[src/rtl/mycpu_pkg.sv]
// Shared mycpu types: boot sequencer states, status flags and default constants.
package mycpu_pkg;

  localparam int unsigned BOOT_PROG_WORDS      = 256;
  localparam int unsigned BOOT_WATCHDOG_CYCLES = 4000;
  localparam int unsigned BOOT_RELEASE_CYCLES  = 2;

  typedef enum logic [2:0] {
    B_IDLE,
    B_LOAD,
    B_RELEASE,
    B_RUN,
    B_HALTED,
    B_TIMEOUT
  } boot_state_t;

  typedef struct packed {
    logic ld_ready;
    logic cpu_rst_n;
    logic busy;
    logic done;
    logic timeout;
  } boot_flags_t;

  // Status flags that hold while the sequencer sits in state s.
  function automatic boot_flags_t boot_flags(input boot_state_t s);
    boot_flags_t f;
    f.ld_ready  = (s == B_LOAD);
    f.cpu_rst_n = (s == B_RUN) || (s == B_HALTED);
    f.busy      = (s == B_LOAD) || (s == B_RELEASE) || (s == B_RUN);
    f.done      = (s == B_HALTED);
    f.timeout   = (s == B_TIMEOUT);
    return f;
  endfunction

endpackage

[src/rtl/mycpu_bus_mux.sv]
// Memory bus selection: loader during load, CPU during run, idle-zero otherwise.
module mycpu_bus_mux #(
  parameter int unsigned AW = 16,
  parameter int unsigned DW = 16
) (
  input  logic          sel_load,
  input  logic          sel_cpu,
  input  logic          wr_block,
  input  logic [AW-1:0] ld_a,
  input  logic [DW-1:0] ld_d,
  input  logic          ld_we,
  input  logic [AW-1:0] cpu_a,
  input  logic [DW-1:0] cpu_d,
  input  logic          cpu_wen,
  input  logic          cpu_iom,
  output logic [AW-1:0] mem_a,
  output logic [DW-1:0] mem_d,
  output logic          mem_we
);

  // Source select; I/O cycles never reach memory and wr_block kills any write.
  always_comb begin
    mem_a  = '0;
    mem_d  = '0;
    mem_we = 1'b0;
    if (sel_load) begin
      mem_a  = ld_a;
      mem_d  = ld_d;
      mem_we = ld_we;
    end else if (sel_cpu) begin
      mem_a  = cpu_a;
      mem_d  = cpu_d;
      mem_we = cpu_wen && !cpu_iom;
    end
    if (wr_block) mem_we = 1'b0;
  end

endmodule

[src/rtl/mycpu_boot_ctrl.sv]
// Boot/run sequencer: holds the CPU in reset, loads the image, releases and supervises the run.
module mycpu_boot_ctrl
  import mycpu_pkg::*;
#(
  parameter int unsigned AW              = 16,
  parameter int unsigned DW              = 16,
  parameter int unsigned PROG_WORDS      = BOOT_PROG_WORDS,
  parameter int unsigned LOAD_BASE       = 0,
  parameter int unsigned RELEASE_CYCLES  = BOOT_RELEASE_CYCLES,
  parameter int unsigned WATCHDOG_CYCLES = BOOT_WATCHDOG_CYCLES
) (
  input  logic          clk,
  input  logic          rst,
  input  logic          start,
  input  logic          abort,
  input  logic          ld_valid,
  input  logic [DW-1:0] ld_data,
  input  logic          ld_last,
  output logic          ld_ready,
  input  logic [AW-1:0] cpu_a,
  input  logic [DW-1:0] cpu_d,
  input  logic          cpu_wen,
  input  logic          cpu_iom,
  input  logic          cpu_halted,
  output logic          cpu_rst_n,
  output logic [AW-1:0] mem_a,
  output logic [DW-1:0] mem_d,
  output logic          mem_we,
  output logic          busy,
  output logic          done,
  output logic          timeout,
  output logic [AW-1:0] words_loaded,
  output logic [31:0]   run_cycles
);

  localparam int unsigned RW = (RELEASE_CYCLES > 1) ? $clog2(RELEASE_CYCLES) : 1;

  boot_state_t   state;
  boot_state_t   state_nx;
  boot_flags_t   flg;
  logic [AW-1:0] addr;
  logic [RW-1:0] rel_cnt;
  logic          xfer;
  logic          last_xfer;
  logic          rel_done;
  logic          wd_hit;

  // Handshake and terminal-count events for the current cycle.
  always_comb begin
    xfer      = (state == B_LOAD) && ld_valid && !abort;
    last_xfer = xfer && (ld_last || (words_loaded == AW'(PROG_WORDS - 1)));
    rel_done  = (rel_cnt == RW'(RELEASE_CYCLES - 1));
    wd_hit    = (run_cycles == 32'(WATCHDOG_CYCLES - 1));
  end

  // Next state; abort overrides everything, halt beats the watchdog.
  always_comb begin
    state_nx = state;
    if (abort) begin
      state_nx = B_IDLE;
    end else begin
      case (state)
        B_IDLE, B_HALTED, B_TIMEOUT: if (start) state_nx = B_LOAD;
        B_LOAD:    if (last_xfer) state_nx = B_RELEASE;
        B_RELEASE: if (rel_done) state_nx = B_RUN;
        B_RUN: begin
          if (cpu_halted)  state_nx = B_HALTED;
          else if (wd_hit) state_nx = B_TIMEOUT;
        end
        default: state_nx = B_IDLE;
      endcase
    end
  end

  // State, registered status flags and counters.
  always_ff @(posedge clk) begin
    if (rst) begin
      state        <= B_IDLE;
      flg          <= '0;
      addr         <= '0;
      rel_cnt      <= '0;
      words_loaded <= '0;
      run_cycles   <= '0;
    end else begin
      state <= state_nx;
      flg   <= boot_flags(state_nx);

      // Load address and word count; the address stops on the final word.
      if (state_nx == B_LOAD && state != B_LOAD) begin
        addr         <= AW'(LOAD_BASE);
        words_loaded <= '0;
      end else if (xfer) begin
        words_loaded <= words_loaded + 1'b1;
        if (!last_xfer) addr <= addr + 1'b1;
      end

      rel_cnt <= (state == B_RELEASE) ? rel_cnt + 1'b1 : '0;

      // Run length; frozen on the exit cycle so it reads the cycle of the exit event.
      if (state == B_LOAD && state_nx == B_RELEASE) begin
        run_cycles <= '0;
      end else if (state == B_RUN && state_nx == B_RUN) begin
        run_cycles <= run_cycles + 32'd1;
      end
    end
  end

  assign ld_ready  = flg.ld_ready;
  assign cpu_rst_n = flg.cpu_rst_n;
  assign busy      = flg.busy;
  assign done      = flg.done;
  assign timeout   = flg.timeout;

  mycpu_bus_mux #(
    .AW(AW),
    .DW(DW)
  ) u_bus_mux (
    .sel_load (state == B_LOAD),
    .sel_cpu  (state == B_RUN),
    .wr_block (rst),
    .ld_a     (addr),
    .ld_d     (ld_data),
    .ld_we    (xfer),
    .cpu_a    (cpu_a),
    .cpu_d    (cpu_d),
    .cpu_wen  (cpu_wen),
    .cpu_iom  (cpu_iom),
    .mem_a    (mem_a),
    .mem_d    (mem_d),
    .mem_we   (mem_we)
  );

endmodule

[config.mk]
export PLATFORM = sky130hd
export DESIGN_NAME = mycpu_boot_ctrl
export DESIGN_NICKNAME = d
export VERILOG_FILES = /design/src/rtl/mycpu_pkg.sv /design/src/rtl/mycpu_bus_mux.sv /design/src/rtl/mycpu_boot_ctrl.sv
export SDC_FILE = /design/constraint.sdc
export NUM_CORES = 1
export LEC_CHECK = 0
export ABC_CLOCK_PERIOD_IN_PS = 2400
export BUFFER_PORTS_ARGS = -buffer_cell sky130_fd_sc_hd__buf_2
export CAP_MARGIN = 20
export CORE_UTILIZATION = 45
export CTS_CLUSTER_SIZE = 30
export DETAILED_ROUTE_END_ITERATION = 6
export MAX_ROUTING_LAYER = met4
export PLACE_DENSITY = 0.77
export SKIP_LAST_GASP = 1
export SLEW_MARGIN = 20
export SYNTH_ARGS = -nofsm -noshare
export SYNTH_HDL_FRONTEND = slang
export SYNTH_SLANG_ARGS = --single-unit
[constraint.sdc]
create_clock -name clk -period 2.4 [get_ports clk]
set_input_delay 0.24 -clock clk [delete_from_list [all_inputs] [get_ports clk]]
set_output_delay 0.24 -clock clk [all_outputs]
set_load 0.05 [all_outputs]
Yosys cells after proc, flatten, opt, wreduce, memory -nomap -nowiden. Cells that the tools add are included.

Reduce and logical (&&, ||, !) cells: 19. Add/subtract/negate cells: 4. Multiply operators: 0. Multiplexer cells: 14. Equal/unequal tests: 13. $lt $le $gt $ge: 0. Shifts and indexed selects: 0. Div/mod/pow operators: 0. Bitwise gates (word level): 2.

Operators with widths (count): 2-to-1 mux 16 bit (4); adder 16 x 1 -> 16 bit, second input constant (2); adder 32 x 1 -> 32 bit, second input constant (1); equality test 32 x 12 -> 1 bit, second input constant (1); 2-to-1 mux 3 bit (6); equality test 16 x 8 -> 1 bit, second input constant (1); equality test 3 x 2 -> 1 bit, second input constant (4); equality test 3 bit, second input constant (4); case mux 3 bit (4 select lines) (1); logical AND 1 bit (7); equality test 3 x 1 -> 1 bit, second input constant (2); OR reduction 2 bit (3); logical OR 1 bit (4); zero test 3 bit (1); 2-to-1 mux 1 bit (3); inequality test 3 x 1 -> 1 bit, second input constant (1); OR reduction 3 bit (1); zero test 1 bit (2); inverter 1 bit (2); AND reduction 2 bit (1); adder 1 bit, second input constant (1).

Memories: 0. Latch bits: 0. Bits in registers: 73. Bits in writable memories: 0. Logic and storage cells: 62. Bits of input ports: 57. ROM bits: 0. Output and inout bits: 86.

Depth between registers and ports, before layout. Gate-level depths: netlist (run 1).

Depth in word-level cells: 10. Mapped depth: 10.

Hierarchy. Synthesis (run 1) repeated with hierarchy kept, for this count alone.

Cells, all modules: 493. Area total of the unflattened synthesis: 4112.7 um^2.

By module, submodules not included: mycpu_boot_ctrl (seq. area each 1461.4 um^2, instances 1, area an instance 3728.6 um^2, cells an instance 446); mycpu_bus_mux (seq. area each 0.0 um^2, instances 1, area an instance 384.1 um^2, cells an instance 47).

Least setup slack after synthesis (run 1). Ideal clock, no wire load.

Path type: reg-to-reg. Start: reg run_cycles[0]. End: reg run_cycles[24]. Path buffers: 0. Stages on the path, launching flop included: 8. Slack: -0.372 ns. Setup time: 0.070 ns. Arrival: 2.702 ns. Path through: dfxtp_1 -> ha_1 -> nand3_1 -> or3_1 -> nor3_1 -> nand4_1 -> or4_1 -> a21oi_1.

Cells in the longest elaborated chain, start to end: 8. Elaborated cells between the ends (all ways): 11. Those cells by class: add/sub (1); eq/ne (3); mux (4); reduce/logical (3).

RTL lines: start: declaration (RTL line mycpu_boot_ctrl.sv:33) `output logic [31:0] run_cycles`; start signal: assignment (RTL line mycpu_boot_ctrl.sv:103) `run_cycles <= run_cycles + 32'd1;`; equality test 32 x 12 -> 1 bit (RTL line mycpu_boot_ctrl.sv:53) `wd_hit = (run_cycles == 32'(WATCHDOG_CYCLES - 1));`; 2-to-1 mux 3 bit (RTL line mycpu_boot_ctrl.sv:68) `else if (wd_hit) state_nx = B_TIMEOUT;`; 2-to-1 mux 3 bit (RTL line mycpu_boot_ctrl.sv:67) `if (cpu_halted) state_nx = B_HALTED;`; case mux 3 bit (4 select lines) (RTL line mycpu_boot_ctrl.sv:62) `case (state)`; 2-to-1 mux 3 bit (RTL line mycpu_boot_ctrl.sv:59) `if (abort) begin`; equality test 3 x 2 -> 1 bit (RTL line mycpu_boot_ctrl.sv:100) `if (state == B_LOAD && state_nx == B_RELEASE) begin`; logical AND 1 bit (RTL line mycpu_boot_ctrl.sv:100); OR reduction 2 bit (no source line).

Several ways; a longest one is shown, not always the timed one. A chain may end at the register's enable or synchronous reset.

Worst setup path after layout (run 1).
Start: reg state[1]. End: reg words_loaded[1].

Cells in the longest elaborated chain, start to end: 10. Elaborated cells between the ends (all ways): 21. Those cells by class: eq/ne (7); mux (7); reduce/logical (7).

RTL lines: start: declaration (RTL line mycpu_boot_ctrl.sv:38) `boot_state_t state;`; start signal: assignment (RTL line mycpu_boot_ctrl.sv:85) `state <= state_nx;`; equality test 3 x 1 -> 1 bit (RTL line mycpu_boot_ctrl.sv:50, mycpu_boot_ctrl.sv:62); logical AND 1 bit (2 in a row) (RTL line mycpu_boot_ctrl.sv:50) `xfer = (state == B_LOAD) && ld_valid && !abort;`; logical AND 1 bit (RTL line mycpu_boot_ctrl.sv:51) `last_xfer = xfer && (ld_last || (words_loaded == AW'(PROG_WORDS - 1)));`; 2-to-1 mux 3 bit (RTL line mycpu_boot_ctrl.sv:64) `B_LOAD: if (last_xfer) state_nx = B_RELEASE;`; case mux 3 bit (4 select lines) (RTL line mycpu_boot_ctrl.sv:62); 2-to-1 mux 3 bit (RTL line mycpu_boot_ctrl.sv:59); equality test 3 x 1 -> 1 bit (RTL line mycpu_boot_ctrl.sv:89) `if (state_nx == B_LOAD && state != B_LOAD) begin`; logical AND 1 bit (RTL line mycpu_boot_ctrl.sv:89); OR reduction 2 bit (no source line); end signal: assignment (RTL line mycpu_boot_ctrl.sv:93) `words_loaded <= words_loaded + 1'b1;`; end: declaration (RTL line mycpu_boot_ctrl.sv:32) `output logic [AW-1:0] words_loaded,`.

Several ways; a longest one is shown, not always the timed one.

==> flow_summary.yaml, run 1 <==
clock_tree:
  cts_tree: "built"
  cts-root-buf: "clkbuf_8"
  numCtsBuffers: 9
  htreeDepth: 3
  clk_pin_slew_worst_paths_ns: 0.07
  cts_setup_buffers: 0
  insertion_delay_ns: 0.35
  cts.sinks: 73
  clk_path_buf_depth: 2
timing:
  setup_viol: 0
  clock_skew_ns: 0.00868
  hold_slack_ns: 0.220
  timing.fmax_ghz: 0.423
  tightest_slew_ns: 0.577
  fin_crit_ns: 2.36
  setup_tns_ns: 0
  period_share_pct: 98.4
  maxSlewViolCount: 0
  relSlewSlack_pct: 61.3
  hold_violations: 0
  rsz0062_at_grt: "yes"
worst_setup_path:
  cpMostUsedCell: "or2_0"
  crit_buf_inv: 0
  path_cells: "or3b_4, or2_0, a221o_1, or2_0, a41o_4, a21oi_1"
  cp_slowest_cell: "or3b_4"
  critical_path_class: "reg2reg"
  endpoint_kind: "flip-flop"
  critPathTopFamily: "simple AND/OR/NAND/NOR gates"
  rr_startpoint: "state[1]"
  cpPeakStageDelay_ns: 0.42
  critical_path.max_fanout: 16
  cp.required_ns: 2.67
  worst_setup_path_start_kind: "flip-flop"
  cp.arrival_ns: 2.64
  crit_start: "state[1]"
flow_run:
  cap_violations: 0
synth:
  async_reset_ff_share_pct: 0
  synth_fa_ha_area_share_pct: 0.966
  synthFlopType: "dfxtp_1"
  yosys.area_share.simple_pct: 30.4
  synth_seq_cells: 73
  synth.distinct_cells: 51
  synthesis.area_um2: 3890
  synth-edff-count: 0
  yosys_warnings: 0
  syn_nets: 525
  synthXorXnorAreaFrac_pct: 7.21
  synth_compound_area_share_pct: 19.0
  ys_seq_area_share_pct: 37.6
  postSynthCellCount: 465
  syn_avg_cell_area_um2: 8.36
  synth_top_family_by_area: "simple AND/OR/NAND/NOR gates"
  synthMuxAreaShare_pct: 0.772
hold_path:
  hp-start: "rst"
  hp-class: "in2reg"
floorplan:
  initial_utilization_pct: 46.8
  core_um2: 8300
  io_pins: 143
  die_h_um: 94.9
  fp.dieW_um: 94.9
  die_area_um2: 9010
  placementRows: 33
placed_design:
  io_buffer_count: 142
  globalplace.congestion: 0.892
  dp.final_hpwl_mm: 8.21
drt:
  antenna_left: 0
  dr_wl_met3_um: 601
  firstDrtPassIters: 5
  post_drt_wl_per_cell_um: 15.5
  via_count: 4215
  via_per_inst: 5.70
  wl_met2_mm: 5.46
  drt_iter0_drc: 269
  met1Wirelength_mm: 5.20
  dr.max_layer_used: "met4"
  drt-total-wl_mm: 11.4
  drc: 0
finish:
  fillers: 714
  antenna_cells: 0
  finish.utilization_pct: 62.7
  finalNetCount: 689
  layout-drive-gt1-share_pct: 36.0
  syn_to_final_growth_pct: 33.8
global_route:
  grtUsageTotal_pct: 24.5
  grt_pass1_wl_mm: 16.9
  grt_pass1_vias: 3584
  antenna_found_initial: 0
  overflow: 0
  grt_max_degree: 51
pwr:
  p_total_mw: 2.50
  ir_drop_uv: 380
  powerDensity_nw_per_um2: 481
  cellLeakagePower_nw: 2.27
outcome:
  status: "complete, no violations"
-- cell usage in the layout (no fill, tap or decap), types with 3 or more instances in the layout --
cell	n
nor4_1	7
nand3_1	22
nor2_2	4
nand2_1	42
nand4_1	15
mux2i_1	3
a22o_1	32
clkbuf_8	9
o21ai_0	16
or3_1	9
o31ai_1	9
nand4b_1	4
ha_1	3
nand2b_1	3
dfxtp_1	59
and4_1	9
and3_1	10
xnor2_1	8
or4_1	17
a21oi_1	26
buf_2	142
xor2_1	24
nor2_1	49
o211ai_1	3
inv_1	4
buf_4	35
nor3_1	7
dfxtp_2	12
-- logic make-up after synthesis --
kind of cell,count (synthesis)
adder cells (fa/ha/maj),3
XOR/XNOR,32
buffers and inverters,31
AND/OR/NAND/NOR,219
AO/OA/AOI/OAI,104
flip-flops,73
multiplexers,3
-- path summary, 6_finish.rpt --
check	depth (start not counted)	slack, ns	end
hold / removal	2	0.22	state[1]
hold reg to reg	1	0.43	rel_cnt
setup reg to reg	6	0.04	words_loaded[1]
setup / recovery	6	0.04	words_loaded[1]
-- report_power, final --
part	switching (mW)	internal, mW	total, mW
clock	0.476	0.585	1.06
sequential	0.00167	1.21	1.21
combinational	0.147	0.0827	0.229
-- stage by stage --
stage               cell area, um2  std cells  setup WS (ns)
global placement              4930        722          0.108
CTS                           5140        738         0.0309
finish                        5200        739         0.0384
detailed placement            4930        722         0.0683
floorplan                     3930        465        0.00171
global route                  5200        739        -0.0181
-- worst register-to-register path: stages (launching register included) --
cell	delay [ns]
dfxtp_1	0.33
or3b_4	0.42
or2_0	0.27
a221o_1	0.40
or2_0	0.34
a41o_4	0.38
a21oi_1	0.15
-- flip-flops by register name, summed over array words and instances (netlist names) --
register      cells
run_cycles       32
addr             16
words_loaded     16
state             3
busy              1
cpu_rst_n         1
done              1
ld_ready          1
rel_cnt           1
timeout           1
-- layout make-up --
class / instances / area [um2] / share of cell area, %
sequential: 73 / 1480 / 28.5
multi-input combinational: 362 / 2350 / 45.2
tap: 105 / 131 / 2.53
inverter: 4 / 15.0 / 0.289
clock buffer: 9 / 124 / 2.38
timing repair buffer: 179 / 1000 / 19.3
clock inverter: 7 / 93.8 / 1.80
-- routing by layer --
metal  vias to the layer above  global-route usage, %
met1                      2000                   32.3
li1                       2059                      -
met4                         0                   7.70
met3                        19                   5.96
met2                       137                   36.9
met5                         -                      -
-- cells in the mapped netlist, drive strengths merged, types with 12 or more instances --
cell / n / area, um2
a21oi: 26 / 130
a22o: 32 / 280
buf: 12 / 85.1
clkbuf: 15 / 56.3
dfxtp: 73 / 1460
nand2: 43 / 161
nand3: 22 / 110
nand4: 15 / 93.8
nor2: 53 / 209
o21ai: 16 / 80.1
or4: 17 / 128
xor2: 24 / 210
-- timing repair --
item | 4_1_cts | 5_1_grt
endpoints found under the hold margin | 0 | 0
setup endpoints to repair | 0 | 45
hold buffers | 0 | 0
gates resized for setup | 0 | 9
Power figures use the tool's default switching activity.
==> run 2, diff against run 1 <==
PLACE_DENSITY = 0.8   (was 0.77)
==> flow_summary.yaml, run 2 (synthesis results as in run 1) <==
global_route:
  antenna_found_initial: 0
  grtUsageTotal_pct: 25.6
  grt_max_degree: 50
  grt_pass1_wl_mm: 17.4
  grt_pass1_vias: 3703
  overflow: 0
timing:
  relSlewSlack_pct: 70.5
  period_share_pct: 96.0
  setup_viol: 0
  maxSlewViolCount: 0
  tightest_slew_ns: 0.439
  hold_slack_ns: 0.229
  setup_slack_ns: 0.0966
  rsz0062_at_grt: "yes"
  timing.fmax_ghz: 0.434
  setup_tns_ns: 0
  fin_crit_ns: 2.30
  clock_skew_ns: 0.00838
  hold_violations: 0
worst_setup_path:
  cpMostUsedCell: "or2_0"
  critical_path.max_fanout: 32
  crit_start: "state[0]"
  r2r_end: "words_loaded[1]"
  worst-path-stages: 6
  rr_startpoint: "state[0]"
  r2r_cells: 6
  cpPeakStageDelay_ns: 0.42
  cp.required_ns: 2.68
  endpoint_kind: "flip-flop"
  critical_path_class: "reg2reg"
  path_cells: "or3b_4, or2_0, a221o_1, or2_0, a41o_4, a21oi_1"
  cp_slowest_cell: "a221o_1"
  cp.arrival_ns: 2.58
  critPathTopFamily: "simple AND/OR/NAND/NOR gates"
  worst_setup_path_start_kind: "flip-flop"
  worstSetupEndpoint: "words_loaded[1]"
  regToRegSetupSlack_ns: 0.1
  crit_buf_inv: 0
outcome:
  status: "complete, no violations"
finish:
  multi_input_area_um2: 2320
  regMostFlops: "run_cycles"
  finish.utilization_pct: 62.5
  top_regs: "run_cycles: 32 flops, addr: 16 flops, words_loaded: 16 flops"
  layoutNonFillerInstCount: 735
  fin_area_um2: 5190
  finalNetCount: 685
  antenna_cells: 0
  largest_register_ffs: 32
  layout.cells.most_common_list: "buf_2 (142), dfxtp_1 (59), nor2_1 (49), nand2_1 (43), a22o_1 (32)"
  final_common_cell: "buf_2"
  fillers: 719
  seqCellArea_um2: 1480
  syn_to_final_growth_pct: 33.5
  layout-drive-gt1-share_pct: 35.4
placed_design:
  dp.final_hpwl_mm: 8.26
  placed_cell_area_um2: 4910
  io_buffer_count: 142
  place_inst: 718
  globalplace.congestion: 0.931
  dp_slack_ns: 0.0720
drt:
  post_drt_wl_per_cell_um: 15.3
  drt-total-wl_mm: 11.3
  via_count: 4246
  antenna_left: 0
  drt_iter0_drc: 315
  firstDrtPassIters: 5
  drc: 0
  via_per_inst: 5.78
flow_run:
  cap_violations: 0
floorplan:
  die_area_um2: 9010
  placementRows: 33
  core_um2: 8300
  fp.dieW_um: 94.9
  initial_utilization_pct: 46.8
  die_h_um: 94.9
  io_pins: 143
clock_tree:
  cts_tree: "built"
  htreeDepth: 3
  numCtsBuffers: 9
  insertion_delay_ns: 0.35
  clk_pin_slew_worst_paths_ns: 0.08
  cts.sinks: 73
  clk_path_buf_depth: 2
  cts-root-buf: "clkbuf_8"
pwr:
  intPower_mw: 1.98
  power.share.clock_pct: 44.8
  switching_share_pct: 23.6
  powerDensity_nw_per_um2: 501
  netSwitchingPower_mw: 0.613
  ir_drop_uv: 302
  cellLeakagePower_nw: 2.27
  p_total_mw: 2.60
  p_seq_share_pct: 46.7
  p_comb_share_pct: 8.5
hold_path:
  hp-class: "in2reg"
run 2: power groups by stage:
stage | registers, mW | clock network, mW | logic [mW]
2_1_floorplan | 1.25 | 0 | 0.125
3_3_place_gp | 1.24 | 0 | 0.215
3_5_place_dp | 1.24 | 0 | 0.219
4_1_cts | 1.21 | 1.18 | 0.220
5_1_grt | 1.21 | 1.25 | 0.237
6_report | 1.21 | 1.16 | 0.221
run 2: worst min path at each step:
stage	slack (ns)	endpoint	startpoint	depth (start not counted)
finish	0.23	state[1]	rst	2
global route	0.23	rel_cnt	rst	2
CTS	0.21	state[1]	rst	2
detailed placement	0.42	rel_cnt	rel_cnt	1
global placement	0.41	rel_cnt	rel_cnt	1
floorplan	0.40	rel_cnt	rel_cnt	1
run 2: area by class of cell:
cell class / count / area share [%]
multi-input cells: 361 / 44.8
flip-flops and latches: 73 / 28.6
repair buffers: 176 / 19.2
well taps: 105 / 2.53
clock buffers: 9 / 2.39
clock inverters: 7 / 2.27
inverters: 4 / 0.289
run 2: worst register-to-register path: stages (launching register included):
cell	delay, ns
dfxtp_1	0.33
or3b_4	0.41
or2_0	0.28
a221o_1	0.42
or2_0	0.27
a41o_4	0.36
a21oi_1	0.16
run 2: per-layer routing:
metal,global-route usage (%),routed length [um],up-vias
li1,-,-,2061
met2,40.4,5540,155
met1,31.2,4830,2005
met3,7.65,665,25
met4,8.59,225,0
met5,-,0,-
run 2: timing repair:
action / 4_1_cts / 5_1_grt
endpoints found under the hold margin: 0 / 0
cloned: 0 / 0
setup buffers: 0 / 1
setup endpoints to repair: 1 / 47
gates resized for setup: 1 / 8
pin swaps: 0 / 3
hold buffers: 0 / 0
